==> config.mk <==
export PLATFORM = sky130hd
export DESIGN_NAME = dmem_arbiter
export DESIGN_NICKNAME = d
export VERILOG_FILES = /design/src/rtl/dmem_arbiter.sv
export SDC_FILE = /design/constraint.sdc
export NUM_CORES = 1
export LEC_CHECK = 0
export ABC_AREA = 1
export CAP_MARGIN = 40
export CORE_ASPECT_RATIO = 0.5
export CORE_MARGIN = 3
export CORE_UTILIZATION = 45
export DETAILED_ROUTE_END_ITERATION = 12
export GPL_TIMING_DRIVEN = 1
export HOLD_SLACK_MARGIN = 0.08
export PLACE_DENSITY = 0.86
export SLEW_MARGIN = 5
export SYNTH_ARGS = -nofsm -noshare
export SYNTH_HDL_FRONTEND = slang
export SYNTH_SLANG_ARGS = --single-unit
==> constraint.sdc <==
create_clock -name clk -period 4.05 [get_ports clk]
set_input_delay 1.0125 -clock clk [delete_from_list [all_inputs] [get_ports clk]]
set_output_delay 1.0125 -clock clk [all_outputs]
set_load 0.01 [all_outputs]
==> src/rtl/dmem_arbiter.sv <==
// dmem_arbiter: two-requester round-robin arbiter in front of a single-port
// data memory. Each access walks IDLE -> SETUP -> STROBE -> CAPTURE -> DONE,
// so memory sees stable line/data for a full cycle before and after the
// one-cycle read or write strobe.
module dmem_arbiter #(
  parameter int ADDR_W = 7,
  parameter int DATA_W = 8
) (
  input  logic              clk,
  input  logic              rst,
  input  logic              req0,
  input  logic              req1,
  input  logic              we0,
  input  logic              we1,
  input  logic [ADDR_W-1:0] addr0,
  input  logic [ADDR_W-1:0] addr1,
  input  logic [DATA_W-1:0] wdata0,
  input  logic [DATA_W-1:0] wdata1,
  output logic              gnt0,
  output logic              gnt1,
  output logic              done0,
  output logic              done1,
  output logic [DATA_W-1:0] rdata0,
  output logic [DATA_W-1:0] rdata1,
  output logic [ADDR_W-1:0] mem_line,
  output logic [DATA_W-1:0] mem_in,
  output logic              mem_read,
  output logic              mem_write,
  input  logic [DATA_W-1:0] mem_out,
  output logic              busy
);

  typedef enum logic [2:0] {
    IDLE    = 3'd0,
    SETUP   = 3'd1,
    STROBE  = 3'd2,
    CAPTURE = 3'd3,
    DONE    = 3'd4
  } stateT;

  stateT             state;
  stateT             stateNext;
  logic              accept;      // IDLE is taking a new request this cycle
  logic              pick;        // requester chosen if accept is high
  logic              winner;      // requester owning the in-flight access
  logic              prio;        // requester favoured when both ask
  logic              weLatch;
  logic [ADDR_W-1:0] lineLatch;
  logic [DATA_W-1:0] dataLatch;

  logic [1:0]        gntVec;
  logic [1:0]        doneVec;
  logic [DATA_W-1:0] rdataVec [2];

  // State register; reset abandons any in-flight access immediately.
  always_ff @(posedge clk) begin
    if (rst) begin
      state <= IDLE;
    end else begin
      state <= stateNext;
    end
  end

  // Next-state logic plus arbitration decision; a lone request always wins.
  always_comb begin
    stateNext = state;
    accept    = 1'b0;
    pick      = 1'b0;
    if (req0 && req1) begin
      pick = prio;
    end else begin
      pick = req1;
    end
    case (state)
      IDLE: begin
        if (req0 || req1) begin
          accept    = 1'b1;
          stateNext = SETUP;
        end
      end
      SETUP:   stateNext = STROBE;
      STROBE:  stateNext = CAPTURE;
      CAPTURE: stateNext = DONE;
      DONE:    stateNext = IDLE;
      default: stateNext = IDLE;
    endcase
  end

  // Latch the winner's request at the IDLE sampling edge so later changes on
  // the requester side cannot disturb the access. The latches double as the
  // memory line/data outputs, which therefore hold their value while idle.
  always_ff @(posedge clk) begin
    if (rst) begin
      winner    <= 1'b0;
      weLatch   <= 1'b0;
      lineLatch <= '0;
      dataLatch <= '0;
    end else if (accept) begin
      winner    <= pick;
      weLatch   <= pick ? we1 : we0;
      lineLatch <= pick ? addr1 : addr0;
      dataLatch <= pick ? wdata1 : wdata0;
    end
  end

  // Round-robin pointer: on entry to DONE, favour the requester not just served.
  always_ff @(posedge clk) begin
    if (rst) begin
      prio <= 1'b0;
    end else if (state == CAPTURE) begin
      prio <= ~winner;
    end
  end

  // Per-requester grant, completion pulse and registered read data.
  for (genvar gi = 0; gi < 2; gi++) begin : g_req
    localparam logic ID = 1'(gi);

    assign gntVec[gi]  = (state != IDLE) && (winner == ID);
    assign doneVec[gi] = (state == DONE) && (winner == ID);

    // Only a read by this requester reloads its rdata, on the edge leaving CAPTURE.
    always_ff @(posedge clk) begin
      if (rst) begin
        rdataVec[gi] <= '0;
      end else if ((state == CAPTURE) && !weLatch && (winner == ID)) begin
        rdataVec[gi] <= mem_out;
      end
    end
  end

  assign gnt0      = gntVec[0];
  assign gnt1      = gntVec[1];
  assign done0     = doneVec[0];
  assign done1     = doneVec[1];
  assign rdata0    = rdataVec[0];
  assign rdata1    = rdataVec[1];
  assign busy      = (state != IDLE);
  assign mem_line  = lineLatch;
  assign mem_in    = dataLatch;
  assign mem_read  = (state == STROBE) && !weLatch;
  assign mem_write = (state == STROBE) && weLatch;

endmodule

* Yosys cells after proc, flatten, opt, wreduce, memory -nomap -nowiden
Memory sizes are Yosys's and may differ from the RTL's.
Index checks and enable logic that the tools add are counted.
** Cells by class
- Bitwise logic cells :: 3
- Multiplexer cells :: 18
- Equal/unequal tests :: 5
- Reduce and logical (&&, ||, !) cells :: 14
** Operator list (count)
- $mux 8 :: 3
- $mux 1 :: 12
- $pmux 3 s4 :: 1
- $logic_and 1x1->1 :: 10
- $mux 7 :: 1
- $eq 3x2->1 const B :: 2
- $eq 3x1->1 const B :: 1
- $eq 3x3->1 const B :: 1
- $logic_not 3->1 :: 1
- $mux 3 :: 1
- $reduce_bool 3->1 :: 1
- $ne 2x2->1 const B :: 1
- $or 1x1->1 :: 2
- $logic_not 1->1 :: 1
- $logic_or 1x1->1 :: 1
- $not 1->1 :: 1
** Word-level totals
- Output and inout port bits :: 38
- Word-level logic and storage cells :: 47
- Flip-flop bits (word level) :: 21
- Input port bits :: 44
- Bits in writable memories :: 16
- Memories :: 1
** Memories
- rdataVec :: depth 2, bits a word 8, read ports 2, clocked after memory_dff 0, write ports 2, RTL line 53 : logic [DATA_W-1:0] rdataVec [2];

* Logic depth before layout (Yosys ltp)
Gate-level depths: netlist of run 1.
- Depth in word-level cells :: 7
- Mapped depth :: 8

* Least setup slack after synthesis of run 1
Ideal clock, no wire load.
- Kind :: input port to flip-flop
- Start point :: in rst
- End point :: mem rdataVec[0][0], enable pin
- Stages :: 3
- Setup slack :: 2171 ps
- Setup time :: 387 ps
- Arrival :: 1492 ps
- Data required time :: 3663 ps
- Path buffers :: 1
- Cells stage by stage :: inv_1 -> buf_6 -> o31ai_1
** RTL lines
- from (decl) :: RTL line 10 : input logic rst,
- to (decl) :: RTL line 53

* Worst setup path after layout of run 1
- Start point :: reg winner
- End point :: out gnt1
** On the way
- Longest elaborated chain between the ends :: 1
** RTL lines
- from (decl) :: RTL line 45 : logic winner;
- from (signal assigned) :: RTL line 99 : winner <= pick;
- $logic_and 1x1->1 :: RTL line 119 : assign gntVec[gi] = (state != IDLE) && (winner == ID);
- to (decl) :: RTL line 20 : output logic gnt1,
Every way passes these cells.

==> results of run 1 <==
per-layer routing:
metal | vias up | wire length (um) | GRT usage [%] | part of all wire [%]
met5 | - | 0 | 0 | 0
met4 | 0 | 80 | 8.28 | 1.8
met3 | 8 | 271 | 5.49 | 6.1
met2 | 61 | 2290 | 33.9 | 52
met1 | 741 | 1770 | 19.4 | 40
li1 | 907 | - | - | -
layout make-up:
type,count,area [um^2]
fill,290,932
sequential,37,901
timing repair buffer,85,843
multi-input combinational,160,712
inverter,49,184
clock buffer,5,68.8
tap,51,63.8
clock inverter,2,11.3
registers in the layout, summed over array words and instances, names as in the netlist:
name      flops
mem_in        8
mem_line      7
prio          1
rdataVec     16
state         3
weLatch       1
winner        1
per-stage QoR:
stage	total power, W	area [um^2]
6_report	0.000946	2780
3_5_place_dp	0.000713	2700
4_1_cts	0.000951	2780
5_1_grt	0.00100	2780
2_1_floorplan	0.000588	1880
3_3_place_gp	0.000701	2680
worst min-delay path, cell delays in order (launching register included):
cell and delay [ns]:
sky130_fd_sc_hd__dfxtp_1 0.30, sky130_fd_sc_hd__inv_1 0.07, sky130_fd_sc_hd__a21oi_1 0.07
final timing paths:
check,from,end,slack [ns],depth (start not counted)
min reg2reg,prio,prio,0.48,2
min,prio,prio,0.48,2
max,winner,gnt1,1.40,3
max reg2reg,winner,rdataVec[1][4],2.48,3
power by group:
group | total (W) | leakage (nW) | internal, W | switching, W
clock | 0.000242 | 0.0377 | 0.000115 | 0.000127
combinational | 0.000262 | 0.934 | 0.000134 | 0.000128
sequential | 0.000442 | 0.340 | 0.000422 | 0.0000203
cells in the mapped netlist:
library cell / count / area [um^2]
sky130_fd_sc_hd__nor2_1: 72 / 270
sky130_fd_sc_hd__nand2_1: 69 / 259
sky130_fd_sc_hd__inv_1: 47 / 176
sky130_fd_sc_hd__dfxtp_1: 21 / 420
sky130_fd_sc_hd__edfxtp_1: 16 / 480
sky130_fd_sc_hd__a21oi_1: 3 / 15.0
sky130_fd_sc_hd__buf_6: 3 / 33.8
sky130_fd_sc_hd__clkbuf_8: 3 / 41.3
sky130_fd_sc_hd__nand2_2: 3 / 18.8
sky130_fd_sc_hd__nor2_4: 3 / 33.8
sky130_fd_sc_hd__inv_2: 2 / 7.51
sky130_fd_sc_hd__nand2_4: 2 / 22.5
sky130_fd_sc_hd__nand4_4: 2 / 42.5
sky130_fd_sc_hd__o31ai_1: 2 / 15.0
sky130_fd_sc_hd__buf_2: 1 / 5.00
sky130_fd_sc_hd__nand3_4: 1 / 17.5
sky130_fd_sc_hd__nor2_2: 1 / 6.26
sky130_fd_sc_hd__nor4_1: 1 / 6.26
sky130_fd_sc_hd__o21ai_0: 1 / 5.00
cell families (layout without fill, tap and decap cells):
family / after synthesis / in the layout / synth area share (%)
flip-flops: 37 / 37 / 48.0
AND/OR/NAND/NOR: 154 / 154 / 36.1
AO/OA/AOI/OAI: 6 / 6 / 1.87
buffers and inverters: 56 / 141 / 14.1
==> run summary, run 1 <==
==========================================================================
Effective utilization at floorplan ..........................        50.5%
TritonCTS clock tree ........................................        built
Setup violations, final .....................................            0
First-pass iteration count of the detailed router ...........            4
Worst setup timing slack at the placement stage .............      1.56 ns
Startpoint type of the worst setup path .....................     register
Total die area .............................................. 0.00503 mm^2
Clock tree buffer depth .....................................            2
Layout-stage area growth over the synthesis result ..........        48.3%
Maximum clock skew at final layout ..........................   0.00472 ns
Global-route wire length before repair ......................      7.14 mm
CTS-repair resized insts ....................................            0
Kind of end point of the critical path ......................  output port
Setup repair after global routing missed its margin .........           no
Core region area ............................................ 0.00372 mm^2
Chip Width ..................................................      97.3 um
Data required time of the worst path ........................      3.04 ns
Antenna Cells ...............................................            0
Skew-Pair Late Insertion Delay ..............................      0.29 ns
Final GP Congestion .........................................        0.791
Total wire length after detailed routing ....................      4.41 mm
Synthesized Nets ............................................          297
Via density per instance ....................................         4.41
Critical Path Max Stage Delay ...............................      0.54 ns
Fraction of the cycle the final worst path needs ............        65.3%
Crit path setup slack, layout ...............................      1.40 ns
CP Buf/Inv Count ............................................            2
Post-synthesis instance total ...............................          253
Clock root buffer ........................................... sky130_fd_sc_hd__clkbuf_8
Total of buffers placed on input and output ports ...........           81
Clock Pin Slew Worst Setup and Hold Paths ...................      0.07 ns
Cell variety after synth ....................................           19
Tightest Hold Check Type .................................... register to register
Slowest stage cell, crit path ............................... sky130_fd_sc_hd__clkdlybuf4s50_1
Crit-path leading delay family .............................. buffers and inverters
Number of levels the H-tree was split into ..................            2
Antenna violations before repair ............................            0
Cell Pwr Density ............................................  340 mW/mm^2
Fraction of layout instances using a drive strength above 1 .        7.10%
Total negative slack for setup checks .......................         0 ns
Via count of the first global-routing pass ..................         1620
Cell leakage power ..........................................      1.31 nW
Number of synthesized register bits .........................           37
CTS sink cnt ................................................           37
Number of cell rows .........................................           15
Number of nets in the layout ................................          382
Commonest cells after routing, fill and taps aside .......... 81 x sky130_fd_sc_hd__clkdlybuf4s50_1, 72 x sky130_fd_sc_hd__nor2_1, 69 x sky130_fd_sc_hd__nand2_1, 47 x sky130_fd_sc_hd__inv_1, 21 x sky130_fd_sc_hd__dfxtp_1
Total via count in the routed design ........................         1717
Post-CTS setup-driven buffer insertion count ................            0
Worst voltage drop across the vdd grid ......................   0.000152 V
DRC violations left .........................................            0
Antenna viol nets, final ....................................            0
Average cell area after synthesis ...........................    7.42 um^2
Syn Std Cell Area ........................................... 0.00188 mm^2
Sequential cell area fraction in the yosys report ...........        48.0%
Number of top-level design ports ............................           82
Final cell utilization of the core ..........................        74.9%
Largest net degree at the start of global routing ...........           33
Final-layout worst hold slack ...............................     0.482 ns
Crit Path Class ............................................. register to output port
Crit path max fanout ........................................            6
Number of DRC markers in iteration 0 ........................           63
Final hold violations .......................................            0
Outcome ..................................................... complete, no violations
Final Max Tran Viols ........................................            0
Cts hold-fix bufs ...........................................            0
Non-filler instance count after layout ......................          389
Most common cell after layout, fill and taps aside .......... sky130_fd_sc_hd__clkdlybuf4s50_1
Cell-by-cell trace of the critical path ..................... inv_1 -> nor2_1 -> clkdlybuf4s50_1
# Max-Cap Violations ........................................            0
Worst Tran Pin Value ........................................     0.370 ns
Half-perimeter wire length after placement ..................      3.38 mm
Wire length per cell ........................................      11.3 um
Count of warnings emitted by yosys ..........................            0
Die outline height ..........................................      51.7 um
Cell count after placement ..................................          382
Final critical-path required period .........................      2.65 ns
Aggregate global-route resource usage .......................        18.1%
Worst EP arrival ............................................      1.63 ns
Clock buffer count from CTS .................................            5
Worst-case headroom to the max-slew limit ...................        75.3%
Highest attainable clock frequency ..........................    0.378 GHz
Overflow after GRT ..........................................            0
==========================================================================
Note: power is estimated with default switching activity, not from simulation.
==> run 2: changes to the inputs <==
- CORE_UTILIZATION: 45 -> 38
- PLACE_DENSITY: 0.86 -> 0.77
- clock period: 4.05 -> 2.4 ns (I/O delays scaled with it)
==> run 2 against run 1 <==
Against the previous run: utilization shrank 13 points; power grew 82%; worst setup slack lost 1.2 ns; register-to-register slack lost 1.8 ns; global-route usage shrank 3.6 points; non-clock buffer count is the same; die area grew 17%.
==> run summary, run 2 (synthesis results as in run 1) <==
==========================================================================
Clock tree buffer depth .....................................            2   unchanged
Register with the most flip-flops ...........................     rdataVec
Filler cell count in the final layout .......................          418   +44%
Worst-case headroom to the max-slew limit ...................        62.1%   -13 points
Cell leakage power ..........................................      1.32 nW   +1.0%
Crit Path Class ............................................. register to output port
Total negative slack for setup checks .......................         0 ns   unchanged
Worst voltage drop across the vdd grid ......................   0.000306 V   +100%
Largest net degree at the start of global routing ...........           33   unchanged
Global-route wire length before repair ......................      6.91 mm   -3.2%
Flip-flop count of the largest register after layout ........           16   unchanged
Via count of the first global-routing pass ..................         1572   -3.0%
Fraction of layout instances using a drive strength above 1 .        7.67%   +0.57 points
TritonCTS clock tree ........................................        built
Antenna violations before repair ............................            0   unchanged
Worst Tran Pin Value ........................................     0.564 ns   +0.194 ns
Number of DRC markers in iteration 0 ........................           69   +9.5%
Chip Width ..................................................       105 um   +8.3%
Skew-Pair Late Insertion Delay ..............................      0.29 ns   about the same
Final GP Congestion .........................................        0.774   -2.1%
Aggregate global-route resource usage .......................        14.5%   -3.6 points
Number of cell rows .........................................           17   +2
Cell Pwr Density ............................................  608 mW/mm^2   +79%
Worst EP arrival ............................................      1.63 ns   about the same
Overflow after GRT ..........................................            0   unchanged
Via density per instance ....................................         4.12   -6.7%
Startpoint type of the worst setup path .....................     register
Clock Pin Slew Worst Setup and Hold Paths ...................      0.08 ns   about the same
Clock root buffer ........................................... sky130_fd_sc_hd__clkbuf_8
Post-CTS setup-driven buffer insertion count ................            0   unchanged
Final critical-path required period .........................      2.23 ns
Origin of the worst min-delay path ..........................         prio
Cell count after placement ..................................          397   +3.9%
Total die area .............................................. 0.00587 mm^2   +17%
CTS-repair resized insts ....................................            0   unchanged
Total of buffers placed on input and output ports ...........           81   unchanged
Final hold violations .......................................            0   unchanged
Final Max Tran Viols ........................................            0   unchanged
Layout-stage area growth over the synthesis result ..........        50.8%
Worst reg2reg startpoint ....................................     state[0]
Outcome ..................................................... complete, no violations
Antenna viol nets, final ....................................            0   unchanged
Register-to-Register Setup Slack ............................      0.65 ns   -1.83 ns
Total via count in the routed design ........................         1668   -2.9%
Antenna Cells ...............................................            0   unchanged
Half-perimeter wire length after placement ..................      3.30 mm   -2.3%
Total wire length after detailed routing ....................      4.20 mm   -4.7%
Most common cell after layout, fill and taps aside .......... sky130_fd_sc_hd__clkdlybuf4s50_1
Number of nets in the layout ................................          382   unchanged
Commonest cells after routing, fill and taps aside .......... 81 x sky130_fd_sc_hd__clkdlybuf4s50_1, 72 x sky130_fd_sc_hd__nor2_1, 69 x sky130_fd_sc_hd__nand2_1, 47 x sky130_fd_sc_hd__inv_1, 21 x sky130_fd_sc_hd__dfxtp_1
Instance count along the most critical hold path ............            2   unchanged
Fraction of the cycle the final worst path needs ............        92.7%
Die outline height ..........................................      55.7 um   +7.8%
Number of top-level design ports ............................           82   unchanged
Number of levels the H-tree was split into ..................            2   unchanged
Reg2Reg Capture Point ....................................... rdataVec[1][6]
Cts hold-fix bufs ...........................................            0   unchanged
# Max-Cap Violations ........................................            0   unchanged
Cell depth of the worst flop-to-flop path ...................            5   +2
CTS sink cnt ................................................           37   unchanged
Setup repair after global routing missed its margin .........           no
Data required time of the worst path ........................      1.80 ns   -1.24 ns
Clock buffer count from CTS .................................            5   unchanged
Setup violations, final .....................................            0   unchanged
Highest attainable clock frequency ..........................    0.449 GHz
Destination of the worst hold path ..........................         prio
Non-filler instance count after layout ......................          405   +4.1%
DRC violations left .........................................            0   unchanged
Kind of end point of the critical path ......................  output port
Tightest Hold Check Type .................................... register to register
Crit path max fanout ........................................            6   unchanged
Core region area ............................................ 0.00457 mm^2   +23%
First-pass iteration count of the detailed router ...........            6   +2
Maximum clock skew at final layout ..........................   0.00661 ns   +0.00189 ns
Wire length per cell ........................................      10.4 um   -8.5%
Launch point of the critical path ...........................       winner
Effective utilization at floorplan ..........................        41.0%   -9.5 points
==========================================================================
## run 2: changes by cell type in the layout (fill, tap and decap cells not counted), sizes merged
cell,previous run,this run
bufinv,0,1
## run 2: worst max-delay path, cell delays in order (launching register included)
cell                              delay [ns]
sky130_fd_sc_hd__dfxtp_1                0.46
sky130_fd_sc_hd__inv_1                  0.17
sky130_fd_sc_hd__nor2_1                 0.15
sky130_fd_sc_hd__clkdlybuf4s50_1        0.56
## run 2: area by class of cell
| type | count | area (um^2) | area share [%] |
|---|---|---|---|
| repair buffers | 85 | 836 | 29.5 |
| clock buffers | 5 | 68.8 | 2.43 |
| clock inverters | 3 | 46.3 | 1.64 |
| inverters | 49 | 184 | 6.50 |
| flip-flops and latches | 37 | 901 | 31.8 |
| multi-input cells | 160 | 712 | 25.2 |
| well taps | 66 | 82.6 | 2.92 |
## run 2: metal layers
layer / vias up / wire length (um) / GRT usage, %
met4: 0 / 39 / 3.36
met2: 38 / 2170 / 28.8
li1: 910 / - / -
met1: 716 / 1750 / 15.1
met3: 4 / 246 / 4.17
met5: - / 0 / 0
## run 2: how the worst max path moves through the flow
stage / cells after the start / slack (ns) / to
floorplan: 4 / 0.68 / rdataVec[0][0]
global placement: 4 / 0.48 / rdataVec[0][6]
detailed placement: 4 / 0.40 / rdataVec[1][3]
CTS: 5 / 0.18 / gnt1
global route: 5 / 0.05 / gnt0
finish: 3 / 0.17 / gnt1
## run 2: power breakdown
part	internal (W)	switching (W)
clock network	0.000311	0.000231
registers	0.000712	0.0000331
logic	0.000225	0.000210
total	0.00125	0.000474
## run 2: stage by stage
stage / total power, W / setup WS (ns) / hold WS (ns) / instance area, um^2 / utilization, %
after global routing: 0.00182 / 0.0492 / 0.516 / 2830 / 61.9
after global placement: 0.00119 / 0.476 / 0.476 / 2710 / 59.2
after floorplan: 0.000993 / 0.675 / 0.430 / 1880 / -
after detailed placement: 0.00120 / 0.404 / 0.471 / 2720 / 59.4
after CTS: 0.00174 / 0.182 / 0.484 / 2830 / 61.9
final: 0.00172 / 0.175 / 0.492 / 2830 / 61.9
==> run 3: changes to the inputs <==
- CORE_ASPECT_RATIO: 0.5 -> default
- RECOVER_POWER: default -> 25
==> run 3 against run 2 <==
Against the previous run: fmax down 1.9%; worst setup slack worse by 0.044 ns; clock skew down 0.0017 ns; flip-flop and latch count unchanged; die area down 0.88%; cell area down 0.31%; combinational power about the same; power up 5.2%; highest routed layer unchanged; critical path depth up 2; global-route usage up 0.78 points; non-clock buffer count unchanged.
==> run summary, run 3 (synthesis results as in run 1) <==
==========================================================================
Outcome ..................................................... complete, no violations
Final Max Tran Viols ........................................            0   unchanged
Via count of the first global-routing pass ..................         1607   +2.2%
Cell Pwr Density ............................................  642 mW/mm^2   +5.5%
Number of cell rows .........................................           24   +7
Aggregate global-route resource usage .......................        15.3%   +0.78 points
Commonest cells after routing, fill and taps aside .......... 80 x sky130_fd_sc_hd__clkdlybuf4s50_1, 72 x sky130_fd_sc_hd__nor2_1, 70 x sky130_fd_sc_hd__nand2_1, 48 x sky130_fd_sc_hd__inv_1, 21 x sky130_fd_sc_hd__dfxtp_1
Number of top-level design ports ............................           82   unchanged
Startpoint type of the worst setup path .....................     register
First-pass iteration count of the detailed router ...........            4   -2
Post-CTS setup-driven buffer insertion count ................            0   unchanged
Antenna viol nets, final ....................................            0   unchanged
Effective utilization at floorplan ..........................        41.1%   +0.079 points
Switching fraction of total power ...........................        25.6%   -1.9 points
Via density per instance ....................................         4.22   +2.5%
Internal ....................................................    0.00135 W   +8.0%
Largest net degree at the start of global routing ...........           33   unchanged
# Max-Cap Violations ........................................            0   unchanged
Fraction of the cycle the final worst path needs ............        94.5%   +1.8 points
Fraction of layout instances using a drive strength above 1 .        6.49%   -1.2 points
Final critical-path required period .........................      2.27 ns   +0.0436 ns
Total wire length after detailed routing ....................      4.32 mm   +2.7%
Most common cell after layout, fill and taps aside .......... sky130_fd_sc_hd__clkdlybuf4s50_1
Data required time of the worst path ........................      1.80 ns   about the same
Worst Tran Pin Value ........................................     0.546 ns   -0.0179 ns
Clock Pin Slew Worst Setup and Hold Paths ...................      0.07 ns   about the same
Crit path max fanout ........................................            4   -2
Flip-flop count of the largest register after layout ........           16   unchanged
Clock root buffer ........................................... sky130_fd_sc_hd__clkbuf_8
Total negative slack for setup checks .......................         0 ns   unchanged
Setup violations, final .....................................            0   unchanged
Cts hold-fix bufs ...........................................            0   unchanged
Final GP Congestion .........................................        0.734   -5.2%
Final hold violations .......................................            0   unchanged
CTS-repair resized insts ....................................            0   unchanged
Antenna Cells ...............................................            0   unchanged
Half-perimeter wire length after placement ..................      3.33 mm   +0.99%
Die outline height ..........................................      76.3 um   +37%
Core region area ............................................ 0.00456 mm^2   -0.19%
Footprint of the flip-flops and latches .....................     901 um^2   unchanged
Clock buffer count from CTS .................................            5   unchanged
Register with the most flip-flops ...........................     rdataVec
Cell leakage power ..........................................      1.33 nW   +0.61%
Wire length per cell ........................................      10.7 um   +3.0%
Number of nets in the layout ................................          382   unchanged
Filler cell count in the final layout .......................          438   +4.8%
Maximum clock skew at final layout ..........................   0.00494 ns   -0.00167 ns
Total of buffers placed on input and output ports ...........           81   unchanged
Share of total power in the clock network ...................        34.9%   +3.4 points
Layout-stage area growth over the synthesis result ..........        50.3%
Tightest Hold Check Type .................................... register to register
Clock tree buffer depth .....................................            2   unchanged
Setup repair after global routing missed its margin .........           no
Multi-input logic area ......................................     689 um^2   -3.2%
Worst voltage drop across the vdd grid ......................   0.000347 V   +13%
Cell count after placement ..................................          396   -0.25%
CTS sink cnt ................................................           37   unchanged
Register share of total power ...............................        41.1%   -2.2 points
Worst-case headroom to the max-slew limit ...................        63.3%   +1.2 points
Share of power burned in combinational logic ................        24.0%   -1.2 points
Worst EP arrival ............................................      1.67 ns   +0.04 ns
Kind of end point of the critical path ......................  output port
Total via count in the routed design ........................         1705   +2.2%
Non-filler instance count after layout ......................          404   -0.25%
Crit Path Class ............................................. register to output port
Total die area .............................................. 0.00582 mm^2   -0.88%
TritonCTS clock tree ........................................        built
Global-route wire length before repair ......................      7.12 mm   +3.0%
Net load switching power ....................................   0.000464 W   -2.2%
Chip Width ..................................................      76.3 um   -28%
DRC violations left .........................................            0   unchanged
Skew-Pair Late Insertion Delay ..............................      0.28 ns   about the same
Highest attainable clock frequency ..........................    0.441 GHz   -1.9%
Antenna violations before repair ............................            0   unchanged
Number of levels the H-tree was split into ..................            2   unchanged
Overflow after GRT ..........................................            0   unchanged
Number of DRC markers in iteration 0 ........................           61   -12%
==========================================================================
## run 3: final cells by class
type	instances	share of cell area (%)
timing repair buffer	85	29.5
tap	65	2.88
clock inverter	3	2.31
multi-input combinational	160	24.4
clock buffer	5	2.44
sequential	37	31.9
inverter	49	6.52
## run 3: stage by stage
stage / hold slack [ns] / setup WS [ns] / area [um^2] / util [%] / total power, W
after detailed placement: 0.456 / 0.452 / 2710 / 59.5 / 0.00120
after floorplan: 0.430 / 0.675 / 1880 / - / 0.000993
final: 0.464 / 0.131 / 2820 / 61.8 / 0.00181
after global routing: 0.493 / 0.0220 / 2820 / 61.8 / 0.00191
after CTS: 0.467 / 0.123 / 2850 / 62.4 / 0.00184
after global placement: 0.468 / 0.442 / 2700 / 59.2 / 0.00119
## run 3: layer usage
layer	vias to the layer above	GRT usage [%]	wire [um]
met4	0	7.25	74
met3	5	4.96	325
met2	52	26.4	2140
met5	-	0	0
met1	742	17.0	1770
li1	906	-	-
## run 3: worst paths after layout
| kind | to | depth (start not counted) | slack [ns] | startpoint |
|---|---|---|---|---|
| max | gnt1 | 5 | 0.13 | state[1] |
| min reg2reg | prio | 2 | 0.46 | prio |
| max reg2reg | rdataVec[0][3] | 5 | 0.57 | state[0] |
| min | prio | 2 | 0.46 | prio |
## run 3: worst max-delay path: stages (launching register included)
cell and delay, ns:
sky130_fd_sc_hd__dfxtp_1 0.41, sky130_fd_sc_hd__inv_1 0.12, sky130_fd_sc_hd__nand2_4 0.11, sky130_fd_sc_hd__inv_1 0.05, sky130_fd_sc_hd__nor2_1 0.13, sky130_fd_sc_hd__clkdlybuf4s50_1 0.56
## run 3: power by group through the flow
stage          Clock, W  Sequential, W  Combinational [W]
6_report       0.000632       0.000743           0.000435
3_5_place_dp          0       0.000759           0.000442
4_1_cts        0.000651       0.000745           0.000446
2_1_floorplan         0       0.000779           0.000214
5_1_grt        0.000673       0.000750           0.000485
3_3_place_gp          0       0.000756           0.000434
